===== config.mk =====
export PLATFORM = sky130hd
export DESIGN_NAME = ram_burst_master_flat
export DESIGN_NICKNAME = d
export VERILOG_FILES = /design/src/rtl/ram_burst_pkg.sv /design/src/rtl/ram_burst_if.sv /design/src/rtl/ram_burst_master.sv /design/src/flat_wrapper.sv
export SDC_FILE = /design/constraint.sdc
export NUM_CORES = 1
export LEC_CHECK = 0
export ABC_AREA = 0
export CORE_UTILIZATION = 38
export CTS_BUF_LIST = sky130_fd_sc_hd__clkbuf_2
export CTS_CLUSTER_DIAMETER = 200
export CTS_CLUSTER_SIZE = 40
export DETAILED_ROUTE_END_ITERATION = 10
export GPL_ROUTABILITY_DRIVEN = 0
export GPL_TIMING_DRIVEN = 0
export PLACE_DENSITY = 0.85
export SLEW_MARGIN = 40
export SYNTH_ARGS = -nofsm -noshare
export SYNTH_HDL_FRONTEND = slang
export SYNTH_SLANG_ARGS = --single-unit

===== constraint.sdc =====
create_clock -name clk -period 2.5 [get_ports clk]
set_input_delay 0.25 -clock clk [delete_from_list [all_inputs] [get_ports clk]]
set_output_delay 0.25 -clock clk [all_outputs]
set_load 0.02 [all_outputs]

===== src/rtl/ram_burst_pkg.sv =====
// Shared types and default widths for the RAM burst master.
// Holds the FSM state enum and address/data typedefs.
package ram_burst_pkg;

  localparam int DEF_ADDR_W = 8;
  localparam int DEF_DATA_W = 16;

  typedef logic [DEF_ADDR_W-1:0] addr_t;
  typedef logic [DEF_DATA_W-1:0] data_t;

  typedef enum logic [1:0] {
    IDLE  = 2'd0,
    WR    = 2'd1,
    RD    = 2'd2,
    DRAIN = 2'd3
  } state_t;

endpackage


===== src/rtl/ram_burst_if.sv =====
// Bundle of command, write-stream, read-stream and RAM-side signals.
// master: the burst master; slave: command source, data ends and RAM.
interface ram_burst_if
  import ram_burst_pkg::*;
#(
  parameter int ADDR_W = DEF_ADDR_W,
  parameter int DATA_W = DEF_DATA_W
);

  logic              cmd_valid;
  logic              cmd_ready;
  logic              cmd_write;
  logic [ADDR_W-1:0] cmd_addr;
  logic [ADDR_W-1:0] cmd_len;

  logic              wdata_valid;
  logic              wdata_ready;
  logic [DATA_W-1:0] wdata;

  logic              rdata_valid;
  logic [DATA_W-1:0] rdata;
  logic              done;

  logic              ram_read;
  logic              ram_write;
  logic [ADDR_W-1:0] ram_addr;
  logic [DATA_W-1:0] ram_data;
  logic [DATA_W-1:0] ram_out;

  modport master (
    input  cmd_valid, cmd_write, cmd_addr, cmd_len,
    input  wdata_valid, wdata, ram_out,
    output cmd_ready, wdata_ready,
    output rdata_valid, rdata, done,
    output ram_read, ram_write, ram_addr, ram_data
  );

  modport slave (
    output cmd_valid, cmd_write, cmd_addr, cmd_len,
    output wdata_valid, wdata, ram_out,
    input  cmd_ready, wdata_ready,
    input  rdata_valid, rdata, done,
    input  ram_read, ram_write, ram_addr, ram_data
  );

endinterface


===== src/rtl/ram_burst_master.sv =====
// Burst initiator for a single-port RAM with 1-cycle read latency.
// Ports: clk, rst (sync, active-low), bus (ram_burst_if.master).
module ram_burst_master
  import ram_burst_pkg::*;
#(
  parameter int ADDR_W = DEF_ADDR_W,
  parameter int DATA_W = DEF_DATA_W
) (
  input  logic        clk,
  input  logic        rst,
  ram_burst_if.master bus
);

  state_t            state_q, state_d;
  logic [ADDR_W-1:0] addr_q, addr_d;
  logic [ADDR_W-1:0] rem_q, rem_d;
  logic              done_q, done_d;
  logic              rvalid_q;
  logic [DATA_W-1:0] wdata_w;

  assign wdata_w = bus.wdata;

  always_ff @(posedge clk) begin
    if (!rst) begin
      state_q  <= IDLE;
      addr_q   <= '0;
      rem_q    <= '0;
      done_q   <= 1'b0;
      rvalid_q <= 1'b0;
    end else begin
      state_q  <= state_d;
      addr_q   <= addr_d;
      rem_q    <= rem_d;
      done_q   <= done_d;
      rvalid_q <= bus.ram_read;
    end
  end

  always_comb begin
    state_d         = state_q;
    addr_d          = addr_q;
    rem_d           = rem_q;
    done_d          = 1'b0;
    bus.cmd_ready   = 1'b0;
    bus.wdata_ready = 1'b0;
    bus.ram_read    = 1'b0;
    bus.ram_write   = 1'b0;
    bus.ram_addr    = '0;
    bus.ram_data    = '0;
    unique case (state_q)
      IDLE: begin
        bus.cmd_ready = 1'b1;
        if (bus.cmd_valid) begin
          addr_d  = bus.cmd_addr;
          rem_d   = bus.cmd_len;
          state_d = bus.cmd_write ? WR : RD;
        end
      end
      WR: begin
        bus.wdata_ready = 1'b1;
        if (bus.wdata_valid) begin
          bus.ram_write = 1'b1;
          bus.ram_addr  = addr_q;
          bus.ram_data  = wdata_w;
          addr_d        = addr_q + ADDR_W'(1);
          if (rem_q == '0) begin
            done_d  = 1'b1;
            state_d = IDLE;
          end else begin
            rem_d = rem_q - ADDR_W'(1);
          end
        end
      end
      RD: begin
        bus.ram_read = 1'b1;
        bus.ram_addr = addr_q;
        addr_d       = addr_q + ADDR_W'(1);
        if (rem_q == '0) begin
          state_d = DRAIN;
        end else begin
          rem_d = rem_q - ADDR_W'(1);
        end
      end
      DRAIN: begin
        // Last read returns here; done lands as we re-enter IDLE.
        done_d  = 1'b1;
        state_d = IDLE;
      end
      default: state_d = IDLE;
    endcase
  end

  assign bus.done        = done_q;
  assign bus.rdata_valid = rvalid_q;
  assign bus.rdata       = bus.ram_out;

  a_strobe_excl: assert property (
    @(posedge clk) disable iff (!rst)
    !(bus.ram_read && bus.ram_write));

  a_done_pulse: assert property (
    @(posedge clk) disable iff (!rst)
    bus.done |=> !bus.done);

  // Skip the first cycle after reset: its previous read was discarded.
  a_rvalid_lat: assert property (
    @(posedge clk) disable iff (!rst)
    $past(rst) |-> (bus.rdata_valid == $past(bus.ram_read)));

endmodule


===== src/flat_wrapper.sv =====
// flat-port wrapper written by rule: the top's interface ports become plain ports
module ram_burst_master_flat import ram_burst_pkg::*;
#(
  parameter int ADDR_W = DEF_ADDR_W,
  parameter int DATA_W = DEF_DATA_W
)
  (clk, rst, bus_cmd_valid, bus_cmd_write, bus_cmd_addr, bus_cmd_len, bus_wdata_valid, bus_wdata, bus_ram_out, bus_cmd_ready, bus_wdata_ready, bus_rdata_valid, bus_rdata, bus_done, bus_ram_read, bus_ram_write, bus_ram_addr, bus_ram_data);
  ram_burst_if #(.ADDR_W(ADDR_W), .DATA_W(DATA_W)) bus_i ();
  input  logic clk;
  input  logic rst;
  input wire logic [$bits(bus_i.cmd_valid)-1:0] bus_cmd_valid;
  input wire logic [$bits(bus_i.cmd_write)-1:0] bus_cmd_write;
  input wire logic [$bits(bus_i.cmd_addr)-1:0] bus_cmd_addr;
  input wire logic [$bits(bus_i.cmd_len)-1:0] bus_cmd_len;
  input wire logic [$bits(bus_i.wdata_valid)-1:0] bus_wdata_valid;
  input wire logic [$bits(bus_i.wdata)-1:0] bus_wdata;
  input wire logic [$bits(bus_i.ram_out)-1:0] bus_ram_out;
  output wire logic [$bits(bus_i.cmd_ready)-1:0] bus_cmd_ready;
  output wire logic [$bits(bus_i.wdata_ready)-1:0] bus_wdata_ready;
  output wire logic [$bits(bus_i.rdata_valid)-1:0] bus_rdata_valid;
  output wire logic [$bits(bus_i.rdata)-1:0] bus_rdata;
  output wire logic [$bits(bus_i.done)-1:0] bus_done;
  output wire logic [$bits(bus_i.ram_read)-1:0] bus_ram_read;
  output wire logic [$bits(bus_i.ram_write)-1:0] bus_ram_write;
  output wire logic [$bits(bus_i.ram_addr)-1:0] bus_ram_addr;
  output wire logic [$bits(bus_i.ram_data)-1:0] bus_ram_data;
  assign bus_i.cmd_valid = bus_cmd_valid;
  assign bus_i.cmd_write = bus_cmd_write;
  assign bus_i.cmd_addr = bus_cmd_addr;
  assign bus_i.cmd_len = bus_cmd_len;
  assign bus_i.wdata_valid = bus_wdata_valid;
  assign bus_i.wdata = bus_wdata;
  assign bus_i.ram_out = bus_ram_out;
  assign bus_cmd_ready = bus_i.cmd_ready;
  assign bus_wdata_ready = bus_i.wdata_ready;
  assign bus_rdata_valid = bus_i.rdata_valid;
  assign bus_rdata = bus_i.rdata;
  assign bus_done = bus_i.done;
  assign bus_ram_read = bus_i.ram_read;
  assign bus_ram_write = bus_i.ram_write;
  assign bus_ram_addr = bus_i.ram_addr;
  assign bus_ram_data = bus_i.ram_data;
  ram_burst_master #(.ADDR_W(ADDR_W), .DATA_W(DATA_W)) u_core (.clk(clk), .rst(rst), .bus(bus_i));
endmodule

======== Word level (Yosys, flattened, before mapping) ========
Cells that the tools add are included.
operators by class
  reduce and logical (&&, ||, !) cells .... 5
  multiplexer cells ....................... 25
  eq/ne operators ......................... 7
  $add $sub $neg .......................... 2
operators by type and width
  kind                                                                   count
  8-bit two-way mux                                                      6
  8-bit one-hot mux with 3 select lines                                  2
  16-bit two-way mux                                                     2
  8-bit one-hot mux with 2 select lines                                  1
  2-bit two-way mux                                                      5
  8-bit by 1-bit adder with 8-bit output, second input constant          1
  8-bit logical NOT                                                      1
  2-bit one-hot mux with 4 select lines                                  1
  8-bit by 1-bit subtractor with 8-bit output, second input constant     1
  1-bit two-way mux                                                      7
  2-bit equality test, second input constant                             2
  2-bit by 1-bit != test with 1-bit output, second input constant        2
  2-bit != test, second input constant                                   2
  4-bit AND reduction                                                    1
  3-bit AND reduction                                                    1
  3-bit nonzero test                                                     1
  2-bit by 1-bit equality test with 1-bit output, second input constant  1
  2-bit logical NOT                                                      1
  1-bit one-hot mux with 2 select lines                                  1
storage, ports and cells
  logic and storage cells ................. 44
  bits of input ports ..................... 53
  register bits after elaboration ......... 20

======== Longest topological paths before layout ========
  word-level depth ........................ 4
  gate-level depth with buffers ........... 8
  depth with buffers taken out ............ 6

======== Worst setup path before layout ========
OpenSTA, ideal clock, no wires.
  kind .................................... register to register
  from .................................... reg u_core.state_q[0]
  to ...................................... reg u_core.rem_q[2]
  slack ................................... 0.522 ns
  arrival time ............................ 1.855 ns
  buffers on the path ..................... 2
  data required time ...................... 2.377 ns
  setup time .............................. 0.123 ns
  clock period less this slack ............ 1.978 ns
  cell stages (with the launch flop) ...... 9
  cell sequence ........................... dfxtp_1 > inv_1 > ha_1 > nor2b_1 > or3_1 > clkbuf_1 > buf_2 > o31ai_1 > a21oi_1
on the way
  cells in the longest elaborated chain, start to end .. 3
  elaborated cells on any way between the ends .. 8
  those cells by class .................... eq/ne (4); mux (1); reduce/logical (3)
ends and longest elaborated chain
  item                                                                          RTL line                RTL
  start: declaration                                                            ram_burst_master.sv:14  state_t state_q, state_d;
  start signal: assignment                                                      ram_burst_master.sv:31  state_q <= state_d;
  2-bit by 1-bit equality test with 1-bit output, or another cell as far along  ram_burst_master.sv:50  unique case (state_q)
  2-bit != test (no source line) or 3-bit nonzero test (tied branches)          --
  3-bit AND reduction (no source line)                                          --
  end signal: assignment                                                        ram_burst_master.sv:33  rem_q <= rem_d;
  end: declaration                                                              ram_burst_master.sv:16  logic [ADDR_W-1:0] rem_q, rem_d;
Parallel ways exist; a longest one is shown, timed or not.
A chain may end at the register's enable or synchronous reset.

======== Worst setup path after layout ========
  from .................................... reg u_core.state_q[1]
  to ...................................... out bus_ram_addr[6]
on the way
  cells in the longest elaborated chain, start to end .. 2
  elaborated cells on any way between the ends .. 3
  those cells by class .................... eq/ne (2); mux (1)
ends and longest elaborated chain
  item                                                                                   RTL line                RTL
  2-bit equality test or 2-bit by 1-bit equality test with 1-bit output (tied branches)  ram_burst_master.sv:50
  8-bit one-hot mux with 2 select lines (*)                                              ram_burst_master.sv:50
  end: declaration                                                                       flat_wrapper.sv:25      output wire logic [$bits(bus_i.ram_addr)-1:0] bus_ram_addr;
Every way passes the cells marked *; elsewhere a longest branch is shown, timed or not.

==> flow_metrics.tcl <==
set metrics [dict create \
    num_rows 23 \
    synthCells 204 \
    start_util_pct 39.8 \
    placedCellCount 336 \
    clock-sinks 20 \
    cts_buffer_depth 2 \
    synth_compound_area_share_pct 25.0 \
    cp-start-kind "register" \
    clkTransAtPathRegs_ns 0.22 \
    crit_type "reg -> out" \
    ir_worst_vdd_mv 0.760 \
    setup_tns_ns 0 \
    n_fill_cell 362 \
    die_w_um 66.8 \
    final_area_mm2 0.00251 \
    area_growth_pct 57.5 \
    crit_chain "inv_1 > ha_2 > and2_1 > o21a_2 > and2_1 > dlygate4sd2_1" \
    postPlaceCellArea_mm2 0.00248 \
    synth_edf_count 0 \
    synth_top_family_by_area "simple AND/OR/NAND/NOR gates" \
    crit_family "buffers and inverters" \
    cts-root-buf "clkbuf_2" \
    rsz0062_at_grt "false" \
    synth_top_area_share_pct 25.1 \
    grt_max_degree 18 \
    route.detailed.drc 0 \
    vias_per_cell 5.52 \
    synth_fa_ha_area_share_pct 6.28 \
    synth_xor_area_share_pct 0 \
    antenna_found_initial 0 \
    netlist-cell-type-count 45 \
    clock_latency_ns 0.34 \
    drt_pass1_iterations 4 \
    drv_cap 0 \
    core-area_mm2 0.00400 \
    crit_top_cell "and2_1" \
    pin_count 99 \
    finalMaxSlewViolations 0 \
    instances_no_fill 337 \
    arrival_ns 2.07 \
    status "finished clean" \
    critPathRequiredTime_ns 2.25 \
    synth_area_mm2 0.00159 \
    layout_min_cycle_time_ns 2.32 \
    drt-wirelength-per-cell_um 14.1 \
    seq_area_frac_synth_pct 25.1 \
    ys_seq_elements 20 \
    totalWireLength_um 4740 \
    synth_area_leaders "dfxtp_1, buf_4, and3_1" \
    die_area_mm2 0.00446 \
    fmax_mhz 431 \
    post-cts-setup-buffers 0 \
    cts_resized 13 \
    path_max_fanout 21 \
    finalClockSkew_ns 0.0157 \
    synth.mux.area_fraction_pct 1.26 \
    ys_warn_count 0 \
    detailedRoute.firstIterationViolations 130 \
    htree_num_levels 1 \
    place.detailed.hpwl_um 3660 \
    p_leak_uw 0.00108 \
    endpoint_kind "output pin" \
    cts_hold_buffers 0 \
    synth.largest_area_cell "dfxtp_1" \
    fin_nets 349 \
    grt-ovfl-total 0 \
    cts-buffers-inserted 3 \
    fin_crit_sh_pct 92.8 \
    path_buf_inv 2 \
    maxSlewHeadroom_pct 58.9 \
    setup_violations 0 \
    grt_pass1_wl_um 7300 \
    grt_pass1_vias 1609 \
    worstHoldPathType "in -> reg" \
    critical_path.max_stage_delay_ns 0.39 \
    hold_viol_final 0 \
    vias 1859 \
    grt.total_usage_pct 21.1 \
    powerDensity_mw_per_mm2 978 \
    tightest_slew_ns 0.611 \
    synthArstFlopShare_pct 0 \
    synth_ff_type "dfxtp_1" \
    diodes 0 \
    ant_nets 0 \
    synthSimpleGateAreaFrac_pct 30.3 \
    io_buffers 82 \
    synth.avg_cell_area_um2 7.81 \
    synth_nets 265 \
    die_y_um 66.8 \
    cts_tree "yes" \
    drive_above_1_share_pct 12.5 \
    critPathSlowestCell "dfxtp_2" \
]
-- through the flow --
step / util, % / hold WS [ns] / total power [µW] / setup WS [ns]
6_report: 62.7 / 0.524 / 2460 / 0.181
3_5_place_dp: 61.9 / 0.527 / 2190 / -0.201
4_1_cts: 62.8 / 0.521 / 2440 / 0.0381
3_3_place_gp: 61.9 / 0.510 / 2160 / -0.174
5_1_grt: 62.7 / 0.518 / 2640 / 0.0276
2_1_floorplan: - / 0.398 / 1710 / 0.522
-- kinds of logic after synthesis --
logic type               after synthesis
AND/OR/NAND/NOR                       81
AO/OA/AOI/OAI                         59
buffers and inverters                 34
flip-flops                            20
adder cells (fa/ha/maj)                8
multiplexers                           2
-- worst min-delay path, delay by kind of cell --
| kind | cells | cell delay, ns |
|---|---|---|
| mux | 1 | 0.13 |
| compound gates | 1 | 0.09 |
| buf+inv | 1 | 0.39 |
-- area by class of cell --
cell class | instances | area (µm²) | share of cell area (%)
plain buffers | 24 | 156 | 6.23
clock buffers | 3 | 15.0 | 0.598
clock inverters | 1 | 30.0 | 1.20
inverters | 7 | 26.3 | 1.05
multi-input cells | 150 | 1010 | 40.1
flip-flops and latches | 20 | 403 | 16.1
well taps | 50 | 62.6 | 2.49
repair buffers | 82 | 811 | 32.3
-- where the power goes --
part	switching (µW)	internal (µW)
clock	114	138
sequential	181	451
combinational	861	711
-- flip-flops by register name, summed over array words and instances, names as in the netlist --
register and cells:
u_core.addr_q 8, u_core.rem_q 8, u_core.state_q 2, u_core.bus.done 1, u_core.bus.rdata_valid 1
-- metal layers --
metal  up-vias  part of all wire (%)  GRT usage [%]
li1        901                     -              -
met1       860                    43           26.6
met2        94                    49           37.8
met3         4                   7.2           3.42
met4         0                  0.53           3.46
met5         -                     0              0
-- path summary, 6_finish.rpt --
kind / from / slack [ns] / end / cells past startpoint
max reg2reg: u_core.state_q[0]$_SDFFE_PN0P_ / 0.38 / u_core.rem_q[1]$_SDFFE_PN0P_ / 7
min reg2reg: u_core.rem_q[7]$_SDFFE_PN0P_ / 0.55 / u_core.rem_q[7]$_SDFFE_PN0P_ / 2
max: u_core.state_q[1]$_SDFFE_PN0P_ / 0.18 / bus_ram_addr[6] / 6
min: bus_cmd_addr[1] / 0.52 / u_core.addr_q[1]$_SDFFE_PN0P_ / 3
-- cells in the mapped netlist, drive strengths merged, types with 3 or more instances --
master,n
o21ai,13
and3,18
buf,19
a211oi,3
clkbuf,8
o31ai,3
nor4,3
o2bb2ai,3
o211a,3
nor2b,5
o21a,3
a21oi,16
ha,8
nand3,6
dfxtp,20
o22ai,3
nand2,12
nor3,5
and2,12
nor2,9
inv,6
-- layout by cell type (no fill, tap or decap), types with 3 or more instances in the layout --
master,count
dfxtp_1,18
o22ai_1,3
nand2_1,12
ha_1,7
clkdlybuf4s50_1,74
nor2_1,9
clkbuf_2,3
a211oi_1,3
o2bb2ai_1,3
a21oi_1,16
and2_1,12
buf_4,17
dlygate4sd2_1,8
nand3_1,6
clkbuf_1,5
o21ai_0,13
and3_1,18
inv_1,6
nor2b_1,5
o211a_1,3
nor3_1,5
No activity file was read; power rests on OpenSTA's default activity.
